**config.mk**
```make
export PLATFORM = sky130hd
export DESIGN_NAME = spi_slave_frontend_flat
export DESIGN_NICKNAME = d
export VERILOG_FILES = /design/src/rtl/spi_slave_frontend_if.sv /design/src/rtl/spi_slave_frontend.sv /design/src/flat_wrapper.sv
export SDC_FILE = /design/constraint.sdc
export NUM_CORES = 1
export LEC_CHECK = 0
export BUFFER_PORTS_ARGS = -buffer_cell sky130_fd_sc_hd__buf_2
export CAP_MARGIN = 20
export CELL_PAD_IN_SITES_DETAIL_PLACEMENT = 0
export CELL_PAD_IN_SITES_GLOBAL_PLACEMENT = 1
export CORE_ASPECT_RATIO = 1.75
export CORE_MARGIN = 2
export CORE_UTILIZATION = 40
export CTS_BUF_LIST = sky130_fd_sc_hd__clkbuf_16
export CTS_CLUSTER_DIAMETER = 60
export DETAILED_ROUTE_END_ITERATION = 10
export PLACE_DENSITY = 0.72
export SYNTH_ARGS = -nofsm -noshare
export SYNTH_HDL_FRONTEND = slang
export SYNTH_SLANG_ARGS = --single-unit
```
**constraint.sdc**
```tcl
create_clock -name clk -period 1.7 [get_ports clk]
set_input_delay 0.17 -clock clk [delete_from_list [all_inputs] [get_ports clk]]
set_output_delay 0.17 -clock clk [all_outputs]
set_load 0.05 [all_outputs]
```
**src/rtl/spi_slave_frontend_if.sv**
```systemverilog
// Pin/RAM-side bundle of the SPI slave front end; frame_err exists only with SPI_FRAME_ERR_EN.
interface spi_slave_frontend_if;
    logic       SS_n;
    logic       MOSI;
    logic       MISO;
    logic [9:0] rx_data;
    logic       rx_valid;
    logic [7:0] tx_data;
    logic       tx_valid;
`ifdef SPI_FRAME_ERR_EN
    logic       frame_err;

    modport master (output SS_n, MOSI, tx_data, tx_valid,
                    input  MISO, rx_data, rx_valid, frame_err);
    modport slave  (input  SS_n, MOSI, tx_data, tx_valid,
                    output MISO, rx_data, rx_valid, frame_err);
`else
    modport master (output SS_n, MOSI, tx_data, tx_valid,
                    input  MISO, rx_data, rx_valid);
    modport slave  (input  SS_n, MOSI, tx_data, tx_valid,
                    output MISO, rx_data, rx_valid);
`endif
endinterface

```
**src/rtl/spi_slave_frontend.sv**
```systemverilog
// SPI slave front end: 10-bit MOSI frame -> rx_data/rx_valid (strobe 1 cycle after 10th bit),
// tx_data -> MISO starting the cycle after tx_valid; SS_n high aborts. SPI_FRAME_ERR_EN adds frame_err.
module spi_slave_frontend (
    input logic                 clk,
    input logic                 rst,
    spi_slave_frontend_if.slave bus
);
    typedef enum logic [2:0] {IDLE, CHK_CMD, WRITE, READ_ADD, READ_DATA} state_t;

    state_t     state;
    logic [3:0] bit_cnt;
    logic [8:0] shift_reg;
    logic       frame_done;
    logic       rd_addr_seen;
    logic [7:0] tx_shift;
    logic [2:0] tx_cnt;
    logic       tx_active;
    logic       tx_sent;
    logic       miso_r;
    logic [9:0] rx_data_r;
    logic       rx_valid_r;
`ifdef SPI_FRAME_ERR_EN
    logic       frame_err_r;
    assign bus.frame_err = frame_err_r;
`endif

    assign bus.MISO     = miso_r;
    assign bus.rx_data  = rx_data_r;
    assign bus.rx_valid = rx_valid_r;

    always_ff @(posedge clk or posedge rst) begin
        if (rst) begin
            state        <= IDLE;
            bit_cnt      <= 4'd0;
            shift_reg    <= 9'd0;
            frame_done   <= 1'b0;
            rd_addr_seen <= 1'b0;
            tx_shift     <= 8'd0;
            tx_cnt       <= 3'd0;
            tx_active    <= 1'b0;
            tx_sent      <= 1'b0;
            miso_r       <= 1'b0;
            rx_data_r    <= 10'd0;
            rx_valid_r   <= 1'b0;
`ifdef SPI_FRAME_ERR_EN
            frame_err_r  <= 1'b0;
`endif
        end else begin
            rx_valid_r <= 1'b0;
`ifdef SPI_FRAME_ERR_EN
            frame_err_r <= 1'b0;
`endif
            if (bus.SS_n) begin
`ifdef SPI_FRAME_ERR_EN
                // Partial frame, or a completed read whose data never fully left
                frame_err_r <= ((bit_cnt != 4'd0) && !frame_done) ||
                               ((state == READ_DATA) && frame_done && !tx_sent);
`endif
                state      <= IDLE;
                bit_cnt    <= 4'd0;
                shift_reg  <= 9'd0;
                frame_done <= 1'b0;
                tx_shift   <= 8'd0;
                tx_cnt     <= 3'd0;
                tx_active  <= 1'b0;
                tx_sent    <= 1'b0;
                miso_r     <= 1'b0;
            end else begin
                case (state)
                    IDLE: state <= CHK_CMD;
                    CHK_CMD: begin
                        shift_reg <= {8'd0, bus.MOSI};
                        bit_cnt   <= 4'd1;
                        if (!bus.MOSI)
                            state <= WRITE;
                        else
                            state <= rd_addr_seen ? READ_DATA : READ_ADD;
                    end
                    default: begin
                        if (!frame_done) begin
                            if (bit_cnt == 4'd9) begin
                                rx_data_r  <= {shift_reg, bus.MOSI};
                                rx_valid_r <= 1'b1;
                                frame_done <= 1'b1;
                                bit_cnt    <= 4'd0;
                                shift_reg  <= 9'd0;
                                if (state == READ_ADD)  rd_addr_seen <= 1'b1;
                                if (state == READ_DATA) rd_addr_seen <= 1'b0;
                            end else begin
                                shift_reg <= {shift_reg[7:0], bus.MOSI};
                                bit_cnt   <= bit_cnt + 4'd1;
                            end
                        end else if (state == READ_DATA) begin
                            // tx_cnt holds bits still to send after the one on MISO now
                            if (tx_active) begin
                                if (tx_cnt != 3'd0) begin
                                    miso_r   <= tx_shift[7];
                                    tx_shift <= {tx_shift[6:0], 1'b0};
                                    tx_cnt   <= tx_cnt - 3'd1;
                                end else begin
                                    miso_r    <= 1'b0;
                                    tx_active <= 1'b0;
                                    tx_sent   <= 1'b1;
                                end
                            end else if (!tx_sent && bus.tx_valid) begin
                                miso_r    <= bus.tx_data[7];
                                tx_shift  <= {bus.tx_data[6:0], 1'b0};
                                tx_cnt    <= 3'd7;
                                tx_active <= 1'b1;
                            end
                        end
                    end
                endcase
            end
        end
    end
endmodule

```
**src/flat_wrapper.sv**
```systemverilog
// flat-port wrapper written by rule: the top's interface ports become plain ports
module spi_slave_frontend_flat 
  (clk, rst, bus_SS_n, bus_MOSI, bus_tx_data, bus_tx_valid, bus_MISO, bus_rx_data, bus_rx_valid);
  spi_slave_frontend_if bus_i ();
  input logic clk;
  input logic rst;
  input wire logic [$bits(bus_i.SS_n)-1:0] bus_SS_n;
  input wire logic [$bits(bus_i.MOSI)-1:0] bus_MOSI;
  input wire logic [$bits(bus_i.tx_data)-1:0] bus_tx_data;
  input wire logic [$bits(bus_i.tx_valid)-1:0] bus_tx_valid;
  output wire logic [$bits(bus_i.MISO)-1:0] bus_MISO;
  output wire logic [$bits(bus_i.rx_data)-1:0] bus_rx_data;
  output wire logic [$bits(bus_i.rx_valid)-1:0] bus_rx_valid;
  assign bus_i.SS_n = bus_SS_n;
  assign bus_i.MOSI = bus_MOSI;
  assign bus_i.tx_data = bus_tx_data;
  assign bus_i.tx_valid = bus_tx_valid;
  assign bus_MISO = bus_i.MISO;
  assign bus_rx_data = bus_i.rx_data;
  assign bus_rx_valid = bus_i.rx_valid;
  spi_slave_frontend u_core (.clk(clk), .rst(rst), .bus(bus_i));
endmodule
```
==> metrics.yaml <==
worst_setup_path:
  cp_data_arrival_time_ns: 1.88
  critPathCaptureType: "flip-flop"
  crit_type: "reg -> reg"
  required_ns: 1.91
  path_max_fanout: 7
  startpoint_type: "flip-flop"
grt:
  grt-ovfl-total: 0
  grt_usage: 0.159
  grt_pass1_vias: 1539
  grt_pass1_wl_um: 7000
  antenna_found_initial: 0
  grt_max_degree: 43
cts:
  h-tree-depth: 2
  cts-root-buf: "clkbuf_16"
  ctsLongestPathBuffers: 2
  cts_buffers: 5
  clock-sinks: 42
  clk_pin_slew_ns: 0.06
  cts_tree: "yes"
  cts_hold_buffers: 0
  worstSkewPairLatency_ns: 0.28
power_and_ir_drop:
  p_int_w: 0.00191
  switchingPower_w: 0.000476
  power.density_mw_per_mm2: 961
  p_comb_frac: 0.065
  clkPwrFrac: 0.505
  p_total_w: 0.00239
  peakVddDrop_v: 0.000935
  p_leak_nw: 1.16
  swShare: 0.200
  p_seq_frac: 0.430
flow_run:
  cap_violations: 0
final_layout:
  layout_common_cells: "42 x dfrtp_1, 30 x nor2_1, 24 x buf_2"
  areaGrowthSynthToFinish_pct: 25.9
  layout-drive-gt1-share: 0.326
  fin_util: 0.527
  largest_reg_flops: 10
  final_common_cell: "dfrtp_1"
  antennaDiodeCount: 0
  fin_area_mm2: 0.00248
  finish.net_count: 237
drt:
  vias_per_cell: 5.48
  postRouteAntennaNets: 0
  routed-via-count: 1495
  dr.pass1.iters: 4
  drt_iter0_markers: 21
  drc: 0
  totalWireLength_um: 4100
  wl_per_cell_um: 15.0
timing:
  finalHoldViolCount: 0
  setup_viol: 0
  timing_worst_slew_pin_value_ns: 0.533
  slew_viol_final: 0
  fin_setup_tns_ns: 0
  max_freq_mhz: 600
  hold_ws_ns: 0.0198
  rsz0062_at_grt: "yes"
  slew_headroom: 0.645
  finalCriticalPeriod_ns: 1.67
  fin_worst_skew_ns: 0.00479
  period_share: 0.981
place:
  place_area_mm2: 0.00220
  port_buffers: 24
  gp_congestion: 0.853
  dp.final_hpwl_um: 2910
yosys:
  syn-num-nets: 196
  synth_seq_cells: 42
  yosysTopAreaCellShare: 0.533
  yosys.area.top_type: "dfrtp_1"
  avgSynthCellArea_um2: 11.0
  ys_seq_area_frac: 0.533
  synthCells: 179
  synth_area_leaders: "dfrtp_1 53%, mux2_2 5.7%, nor2_1 5.7%"
  yosysWarnings: 0
  syn_area_mm2: 0.00197
  yosys.cell_types.count: 37
floorplan:
  die_w_um: 57.1
  initial_core_util: 0.419
  num_rows: 33
  chipHeight_um: 96.9
  fp.dieArea_mm2: 0.00553
  ioPinCount: 25
  core_area_mm2: 0.00471
hold_path:
  hold_path.class: "in -> async"
outcome:
  status: "finished, final reports clean"
## worst paths after layout
kind                                        from                    end  slack (ns)  depth (start not counted)
setup / recovery                u_core.tx_cnt[1]       u_core.tx_active        0.03                          9
hold / removal                               rst        u_core.state[2]        0.02                          3
setup reg to reg                u_core.tx_cnt[1]       u_core.tx_active        0.03                          9
hold reg to reg            u_core.bus.rx_data[4]  u_core.bus.rx_data[4]        0.50                          1
max in group asynchronous                    rst    u_core.shift_reg[4]        1.31                          3
min in group clk                  bus_tx_data[0]     u_core.tx_shift[1]        0.18                          3
## worst max-delay path, stage by stage, from the launching register on
cell and delay (ns):
dfrtp_1 0.36, inv_2 0.06, ha_4 0.15, and3b_2 0.22, a211oi_4 0.32, buf_12 0.16
buf_4 0.11, buf_4 0.10, a21oi_1 0.03, nor2_1 0.08
## routing by layer
metal | vias up | wire (um) | GRT usage
li1 | 713 | - | -
met1 | 721 | 1510 | 0.167
met2 | 47 | 2280 | 0.282
met3 | 14 | 152 | 0.0348
met4 | 0 | 150 | 0.0859
met5 | - | 0 | 0
## power groups by stage
| stage | clock network, W | logic [W] | registers, W |
|---|---|---|---|
| 6_report | 0.00121 | 0.000154 | 0.00103 |
| 3_3_place_gp | 0 | 0.000152 | 0.00104 |
| 5_1_grt | 0.00127 | 0.000175 | 0.00103 |
| 4_1_cts | 0.00123 | 0.000159 | 0.00103 |
| 2_1_floorplan | 0 | 0.000105 | 0.00104 |
| 3_5_place_dp | 0 | 0.000157 | 0.00104 |
## final cells by class
class	instances	area (um2)
clock inverter	3	63.8
fill	435	2220
clock buffer	5	125
timing repair buffer	44	298
inverter	10	37.5
sequential	42	1050
tap	52	65.1
multi-input combinational	117	842
## cells by family after synthesis
group           after synthesis  synth area share
fa+ha+maj                     4            0.0254
buf+inv                      20            0.0482
mux                          19             0.103
compound gates               42             0.151
simple gates                 52             0.140
flops                        42             0.533
## synth_stat cells (all sizes together)
| master | count |
|---|---|
| and3b | 1 |
| clkbuf | 2 |
| o21bai | 1 |
| mux2 | 10 |
| and4bb | 1 |
| nand2 | 4 |
| nor2 | 30 |
| a31oi | 3 |
| o21ai | 6 |
| a211oi | 8 |
| nand4 | 1 |
| nor4b | 1 |
| a21oi | 10 |
| nand4b | 1 |
| a221oi | 1 |
| o2bb2ai | 1 |
| inv | 10 |
| nand4bb | 1 |
| ha | 4 |
| nor2b | 3 |
| dfrtp | 42 |
| a311oi | 1 |
| and2 | 1 |
| mux2i | 9 |
| nor3 | 3 |
| a22oi | 9 |
| nand3b | 1 |
| nand3 | 2 |
| buf | 8 |
| nand2b | 2 |
| a21o | 2 |
## per-stage QoR
step / std cells / setup WS, ns
after floorplan: 179 / 0.110
after global placement: 257 / 0.0477
after detailed placement: 257 / -0.0210
after CTS: 265 / 0.0326
after global routing: 273 / -0.0118
final: 273 / 0.0326
## what timing repair did
action,in CTS,in global routing
pin swaps,1,2
setup buffers,0,8
endpoints found under the setup margin,7,15
gates resized for setup,1,10
No activity file was read; power rests on OpenSTA's default activity.
